[config.mk]
export PLATFORM = sky130hd
export DESIGN_NAME = layer_fetch_sched
export DESIGN_NICKNAME = d
export VERILOG_FILES = /design/src/rtl/layer_fetch_pkg.sv /design/src/rtl/prio_pick.sv /design/src/rtl/layer_fetch_sched.sv
export SDC_FILE = /design/constraint.sdc
export NUM_CORES = 1
export LEC_CHECK = 0
export CORE_MARGIN = 3
export CORE_UTILIZATION = 40
export CTS_CLUSTER_SIZE = 25
export DETAILED_ROUTE_END_ITERATION = 16
export PLACE_DENSITY = 0.66
export SYNTH_ARGS = -nofsm -noshare
export SYNTH_HDL_FRONTEND = slang
export SYNTH_SLANG_ARGS = --single-unit
[constraint.sdc]
create_clock -name clk -period 9.1 [get_ports clk]
set_input_delay 1.365 -clock clk [delete_from_list [all_inputs] [get_ports clk]]
set_output_delay 1.365 -clock clk [all_outputs]
set_load 0.02 [all_outputs]
[src/rtl/layer_fetch_pkg.sv]
// Shared types and constants for the sprite layer fetch scheduler.
// The optional LAYER_FETCH_EARLY_OUT_EN build is handled in layer_fetch_sched.
package layer_fetch_pkg;

    localparam int          DEFAULT_NUM_LAYERS = 8;
    localparam logic [15:0] TRANSPARENT        = 16'h7C1F;

    typedef enum logic [1:0] {
        IDLE,
        ISSUE,
        DRAIN,
        PUBLISH
    } state_t;

endpackage

[src/rtl/prio_pick.sv]
// Lowest-set-bit encoder: index of the highest-priority requester plus a found flag.
module prio_pick #(
    parameter int  N  = 8,
    localparam int IW = (N > 1) ? $clog2(N) : 1
) (
    input  logic [N-1:0]  req,
    output logic [IW-1:0] idx,
    output logic          found
);

    // NOTE: every always_comb output gets a default first so no path leaves it unassigned (no latch).
    always_comb begin
        idx   = '0;
        found = 1'b0;
        // Scanning downwards lets the lowest set bit overwrite any higher one.
        for (int i = N - 1; i >= 0; i--) begin
            if (req[i]) begin
                idx   = IW'(i);
                found = 1'b1;
            end
        end
    end

endmodule

[src/rtl/layer_fetch_sched.sv]
// Per-pixel sprite layer fetch scheduler: one memory read per requested layer, then publish.
// Build option: define LAYER_FETCH_EARLY_OUT_EN to stop fetching behind the first opaque layer.
module layer_fetch_sched
    import layer_fetch_pkg::*;
#(
    parameter int NUM_LAYERS = DEFAULT_NUM_LAYERS,
    parameter int ADDR_W     = 19
) (
    input  logic                         clk,
    input  logic                         rst,
    input  logic                         pixel_start,
    input  logic [NUM_LAYERS-1:0]        layer_req,
    input  logic [NUM_LAYERS*ADDR_W-1:0] layer_addr,
    output logic                         mem_rd,
    output logic [ADDR_W-1:0]            mem_addr,
    input  logic [15:0]                  mem_rdata,
    output logic [NUM_LAYERS*16-1:0]     layer_color,
    output logic                         colors_valid,
    output logic                         busy,
    output logic                         overrun,
    input  logic                         overrun_clr
);

    localparam int IW = (NUM_LAYERS > 1) ? $clog2(NUM_LAYERS) : 1;

    state_t                       state;
    logic [NUM_LAYERS-1:0]        pending;
    logic [NUM_LAYERS*ADDR_W-1:0] addr_q;
    logic [IW-1:0]                issue_idx;
    logic                         land_valid;
    logic [IW-1:0]                land_idx;
    logic [NUM_LAYERS*16-1:0]     staging;
    logic [NUM_LAYERS*16-1:0]     staging_next;

    logic                         start;
    logic                         land_keep;
    logic                         kill;
    logic [NUM_LAYERS-1:0]        pending_eff;
    logic [NUM_LAYERS-1:0]        pick_src;
    logic [NUM_LAYERS-1:0]        rest_mask;
    logic [NUM_LAYERS*ADDR_W-1:0] addr_src;
    logic [IW-1:0]                pick_idx;
    logic                         pick_found;
    logic [ADDR_W-1:0]            pick_addr;
    logic                         issue_now;

    assign start = pixel_start && (state == IDLE);
    assign busy  = (state != IDLE);

`ifdef LAYER_FETCH_EARLY_OUT_EN
    logic opaque_seen;

    // Once an opaque word has landed, every later landing belongs to a lower-priority layer.
    assign land_keep = land_valid && !opaque_seen;
    assign kill      = land_keep && (mem_rdata[14:0] != TRANSPARENT[14:0]);

    always_ff @(posedge clk or posedge rst) begin
        if (rst)        opaque_seen <= 1'b0;
        else if (start) opaque_seen <= 1'b0;
        else if (kill)  opaque_seen <= 1'b1;
    end
`else
    assign land_keep = land_valid;
    assign kill      = 1'b0;
`endif

    // Issue order is ascending, so everything still pending sits behind the landing layer.
    assign pending_eff = (pixel_start || kill) ? '0 : pending;
    assign pick_src    = start ? layer_req : pending_eff;
    assign rest_mask   = pick_src & (pick_src - NUM_LAYERS'(1));
    assign addr_src    = start ? layer_addr : addr_q;
    assign pick_addr   = addr_src[int'(pick_idx)*ADDR_W +: ADDR_W];
    assign issue_now   = pick_found && (start || (state == ISSUE));

    prio_pick #(.N(NUM_LAYERS)) u_pick (
        .req   (pick_src),
        .idx   (pick_idx),
        .found (pick_found)
    );

    always_comb begin
        staging_next = staging;
        if (land_keep) staging_next[int'(land_idx)*16 +: 16] = mem_rdata;
    end

    // NOTE: the address capture has no reset; it is only read after a slot start reloads it.
    always_ff @(posedge clk) begin
        if (start) addr_q <= layer_addr;
    end

    // NOTE: sequential state uses non-blocking assignments so every register samples pre-edge values.
    always_ff @(posedge clk or posedge rst) begin
        if (rst) begin
            state        <= IDLE;
            pending      <= '0;
            mem_rd       <= 1'b0;
            mem_addr     <= '0;
            issue_idx    <= '0;
            land_valid   <= 1'b0;
            land_idx     <= '0;
            staging      <= {NUM_LAYERS{TRANSPARENT}};
            layer_color  <= {NUM_LAYERS{TRANSPARENT}};
            colors_valid <= 1'b0;
            overrun      <= 1'b0;
        end else begin
            pending    <= rest_mask;
            mem_rd     <= issue_now;
            if (issue_now) begin
                mem_addr  <= pick_addr;
                issue_idx <= pick_idx;
            end
            land_valid <= mem_rd;
            land_idx   <= issue_idx;

            staging      <= start ? {NUM_LAYERS{TRANSPARENT}} : staging_next;
            colors_valid <= (state == DRAIN);
            if (state == DRAIN) layer_color <= staging_next;

            // A new overrun wins over a simultaneous clear.
            if (pixel_start && (state != IDLE)) overrun <= 1'b1;
            else if (overrun_clr)               overrun <= 1'b0;

            case (state)
                IDLE:    if (pixel_start) state <= issue_now ? ISSUE : DRAIN;
                ISSUE:   state <= issue_now ? ISSUE : DRAIN;
                DRAIN:   state <= PUBLISH;
                default: state <= IDLE;
            endcase
        end
    end

endmodule

After elaboration in Yosys (flattened, before gate mapping) --
Cells that the tools add are included.
Cells by class: add/subtract/negate cells 2, multiply operators 1, equal/unequal tests 3, shift operators 3, mux-type cells 27, bitwise gates (word level) 1, reduce and logical (&&, ||, !) cells 7
Operators by type and width (number):
- $mux W128 | 2
- $mux W152 | 1
- $shiftx A152 B9 Y19 | 1
- $bwmux W128 | 1
- $shift A16 B33 Y128 const A | 1
- $shiftx A16 B33 Y128 | 1
- $neg A7 Y33 | 1
- $mux W3 | 8
- $mux W8 | 2
- $mux W1 | 10
- $and A8 B8 Y8 | 1
- $mul A3 B5 Y8 const B | 1
- $sub A8 B1 Y8 const B | 1
- $pmux W2 S3 | 1
- $mux W2 | 2
- $reduce_bool A2 Y1 | 2
- $logic_and A1 B1 Y1 | 3
- $eq A2 B1 Y1 const B | 1
- $eq A2 B2 Y1 const B | 1
- $logic_not A2 Y1 | 1
- $ne A2 B2 Y1 const B | 1
- $logic_or A1 B1 Y1 | 1
Storage, ports and cells: flip-flop bits (word level) 447, input bits 180, output and inout bits 151, logic and storage cells 56

Logic depth before layout (Yosys ltp) --
word-level depth 15, mapped depth 12, mapped depth without buffers 9

Modules after synthesis --
A second synthesis with hierarchy kept.
Second synthesis, totals: cells, all modules 1804, area total of the unflattened synthesis 18785.5 um2
By module, submodules not included:
- layer_fetch_sched | times used 1, cells an instance 1791, area an instance 18705.4 um2, seq. area each 10600.2 um2
- prio_pick | times used 1, cells an instance 13, area an instance 80.1 um2, seq. area each 0.0 um2

Worst setup path after synthesis --
No wires, ideal clock.
kind input-to-reg, start input port pixel_start, end register mem_addr[10], setup time 0.141 ns, arrival 3.074 ns, data required time 8.959 ns, setup slack 5.886 ns, stages 8, path buffers 2, path through or3b_1 a221o_1 and3_1 buf_2 clkbuf_1 or3_1 a32oi_1 o311ai_1
On the way: longest elaborated chain between the ends 12, elaborated cells between the ends (all ways) 24, classes of those cells mul (1); shift (1); mux (19); reduce/logical (3)
RTL lines:
- from (decl) | RTL line layer_fetch_sched.sv:11 | input logic pixel_start,
- $mux W8 or $logic_and A1 B1 Y1 (tied branches) | RTL line layer_fetch_sched.sv:68, layer_fetch_sched.sv:47
- $mux W8 | RTL line layer_fetch_sched.sv:69 | assign pick_src = start ? layer_req : pending_eff;
- $mux W3 (8 in series) | RTL line prio_pick.sv:17 | if (req[i]) begin
- $mul A3 B5 Y8 | RTL line layer_fetch_sched.sv:72 | assign pick_addr = addr_src[int'(pick_idx)*ADDR_W +: ADDR_W];
- $shiftx A152 B9 Y19 | RTL line layer_fetch_sched.sv:72
- to (signal assigned) | RTL line layer_fetch_sched.sv:109 | mem_addr <= pick_addr;
- to (decl) | RTL line layer_fetch_sched.sv:15 | output logic [ADDR_W-1:0] mem_addr,
Several ways; a longest one is shown, not always the timed one. A chain may end at the register's enable or synchronous reset.

Worst setup path after layout --
start input port pixel_start, end register mem_addr[1]
On the way: elaborated cells between the ends (all ways) 24, classes of those cells mul (1); shift (1); mux (19); reduce/logical (3)
RTL lines:
- $logic_and A1 B1 Y1 | RTL line layer_fetch_sched.sv:47 | assign start = pixel_start && (state == IDLE);
- $mux W152
- via addr_src[39] | RTL line layer_fetch_sched.sv:41 | logic [NUM_LAYERS*ADDR_W-1:0] addr_src;
- $shiftx A152 B9 Y19 | RTL line layer_fetch_sched.sv:72
The timed path passes the listed nets, and every way through them passes these cells.

==> summary.md <==
| Metric | Value |
|---|---|
| Outcome | completed |
| Pleak | 10.2 nW |
| Placed insts | 2,666 |
| Fmax | 0.186 GHz |
| Row cnt | 76 |
| Non-filler cells, final | 2,756 |
| CTS buffer count | 48 |
| Vias | 14,324 |
| Number of global-route vias before repair | 14,378 |
| Tot Pwr | 0.00874 W |
| Worst-path clk slew | 0.06 ns |
| Hold path startpoint | mem_rd$_DFF_PP0_ |
| Core area | 43,400 µm² |
| Relative slew slack | 9.05% |
| Most numerous cell in the Yosys netlist | nand2_1 |
| Multi-input combinational cell area | 6630 µm² |
| Hold EP | land_keep$_DFF_PP0_ |
| Syn Nets | 2,048 |
| Register area share after synthesis | 59.9% |
| Met3 usage | 4.67% |
| Post-synth top area share | 23.7% |
| Part of the power in registers | 38.5% |
| 1st-iter DRT viols | 1,412 |
| Ys async rst share | 65.9% |
| CP bufs+invs | 3 |
| Post-synth EDFFs | 0 |
| Yosys top cell by area | dfstp_2 |
| Worst Setup Path Type | in -> reg |
| Startpoint type of the worst setup path | input port |
| Met2 usage | 36.2% |
| # fillers | 3,952 |
| ANT nets after route | 0 |
| Area Growth Syn to Fin | 30.0% |
| Hold WC Path Type | reg -> reg |
| Placer congestion estimate | 0.829 |
| Nets | 2,313 |
| Worst VDD drop | 202 µV |
| Die area | 46,800 µm² |
| Met1 Use GR | 32.6% |
| Initial Util | 40.8% |
| Worst-path cell chain | clkdlybuf4s50_1 -> or3b_4 -> buf_4 -> buf_4 -> nand2_1 -> nand2_1 -> a21oi_1 -> or4_1 -> o2111ai_1 |
| Clock Tree Root | clkbuf_16 |
| Synth Area per Inst | 9.49 µm² |
| Sw Pwr | 0.00329 W |
| Top_reg_cell synth | dfstp_2 |
| Clock sink count | 446 |
| CP endpoint kind | flip-flop |
| Final TNS setup | 0 ns |
| Max-slew violations | 0 |
| Initial antenna violation count | 0 |
| Share of cells above drive strength 1 | 12.4% |
| Gr busiest metal | met2 |
| PortBufs | 330 |
| Slowest stage cell on the critical path | buf_4 |
| Crit Path Max Fanout | 102 |
| Arrival time worst endpoint | 5.87 ns |
| Post-CTS Setup Bufs | 0 |
| Routed wire length | 54,800 µm |
| Residual DRC | 0 |
| Commonest cells post-synth | nand2_1 (678), dfstp_2 (160), dfxtp_1 (152) |
| Grt ovf | 0 |
| TritonRoute pass-1 iters | 8 |
| Max-cap viol count | 0 |
| Largest stage delay on the critical path | 0.93 ns |
| HPWL after detailed placement | 36,600 µm |
| Cells after synthesis | 1,866 |
| Crit path time final | 5.38 ns |
| Clock Latency Late Sink | 0.58 ns |
| Hold Path Cell Cnt | 0 |
| Worst R2R Path Depth | 8 |
| Seq cells post-synth | 446 |
| Vias per inst | 5.20 |
| Top Family by Delay on Critical Path | buffers and inverters |
| Pint | 0.00545 W |
| R2R Path Start | state[1]$_DFFE_PP0P_ |
| Num ports | 331 |
| Die X | 216 µm |
| Worst r2r dst | mem_addr[1]$_DFFE_PP0P_ |
| Register Area | 10,600 µm² |
| R2R setup slack | 5.05 ns |
| Sw Ratio | 37.7% |
| CTS resizes | 0 |
| Tcrit/Tclk final | 59.1% |
| Power Density | 380 nW/µm² |
| WHS | 0.373 ns |
| First-pass GRT wire length | 84,600 µm |
| # H-tree levels | 2 |
| Largest net degree at the start of global routing | 203 |
| Final hold violation count | 0 |
| # diodes | 0 |
| Routed WL per cell | 19.9 µm |
| Synthesized cell area | 17,700 µm² |
| Syn. warnings | 0 |
| Max clock buf depth | 3 |
| Post-CTS Hold Buffers | 0 |
| Comb power frac | 39.0% |
| Clock skew | 0.0188 ns |
| Synth area leaders | dfstp_2 (24%), dfrtp_1 (19%), dfxtp_1 (17%) |
| Post-synthesis cell type count | 58 |
| Die Y | 216 µm |
| GRT Overall Usage | 23.0% |
| TritonCTS clock tree | yes |
| Worst Tran Pin Value | 1.36 ns |
| Clk pwr share | 22.5% |
| Setup-failing EPs final | 0 |
| RSZ-0062 raised after global routing | false |
| Required @ worst endpoint | 9.59 ns |
## power by group through the flow
stage	Combinational, W	Clock (W)	Sequential, W
floorplan	0.00173	0	0.00365
global placement	0.00334	0	0.00338
detailed placement	0.00341	0	0.00340
CTS	0.00342	0.00199	0.00337
global route	0.00374	0.00208	0.00344
finish	0.00341	0.00196	0.00336
## area by class of cell
type                       instances  share of cell area, %
sequential                       446                   46.0
clock inverter                    23                   1.05
timing repair buffer             342                   14.9
inverter                          10                  0.179
multi-input combinational       1283                   28.8
clock buffer                      67                   5.87
tap                              585                   3.18
## worst max path at each step
stage	start	to	cells after the start
final	pixel_start	mem_addr[1]$_DFFE_PP0P_	9
after global placement	pixel_start	mem_addr[1]$_DFFE_PP0P_	9
after detailed placement	pixel_start	mem_addr[2]$_DFFE_PP0P_	9
after CTS	pixel_start	mem_addr[3]$_DFFE_PP0P_	9
after global routing	pixel_start	mem_addr[2]$_DFFE_PP0P_	9
after floorplan	rst	colors_valid$_DFF_PP0_	1
## per-stage QoR
step | cell area [µm²] | worst slack (ns) | utilization [%]
after global placement | 21400 | 3.18 | 49.4
after floorplan | 17700 | 3.96 | -
after CTS | 23000 | 3.74 | 53.1
after detailed placement | 21400 | 3.12 | 49.4
final | 23000 | 3.72 | 53.1
after global routing | 23000 | 3.32 | 53.1
## routing by layer
layer / up-vias / share of wire, %
met5: - / 0
met1: 6966 / 45
met4: 0 / 2.4
met3: 77 / 7.2
met2: 522 / 46
li1: 6759 / -
## cells by family (layout without fill, tap and decap cells)
| family | count (synthesis) | count (layout) | synth area share (%) |
|---|---|---|---|
| AOI/OAI and AO/OA | 305 | 305 | 10.9 |
| DFF | 446 | 446 | 59.9 |
| and+or+nand+nor | 874 | 874 | 20.3 |
| buffers and inverters | 137 | 442 | 3.02 |
| muxes | 102 | 102 | 5.81 |
| adders and majority gates | 2 | 2 | 0.141 |
## flip-flops by register name (all words and copies together), names as in the netlist
| name | flops |
|---|---|
| overrun | 1 |
| colors_valid | 1 |
| state | 2 |
| mem_rd | 1 |
| mem_addr | 19 |
| pending | 7 |
| layer_color | 128 |
| land_keep | 1 |
| staging | 128 |
| addr_q | 152 |
| issue_idx | 3 |
| land_idx | 3 |
## placed cells by master (no fill, tap or decap), types with 4 or more instances in the layout
cell	instances
nand2_1	678
clkdlybuf4s50_1	330
dfstp_2	160
dfxtp_1	152
dfrtp_1	134
o21ai_0	106
mux2i_1	95
nor2_1	88
a21oi_1	57
clkbuf_16	48
o21ai_1	32
and3_1	32
nor3b_1	16
or3_1	15
a22oi_1	13
a222oi_1	13
a211o_1	13
a21o_1	13
a32oi_1	13
o311ai_1	12
clkbuf_1	11
inv_1	9
buf_4	9
clkbuf_8	8
nor2b_1	7
o2111ai_1	7
nor3_1	7
clkinv_1	7
clkinv_2	7
mux2_2	6
or4_1	6
o31a_1	6
nand3_1	5
a31oi_1	4
bufinv_16	4
No activity file was read; power rests on OpenSTA's default activity.
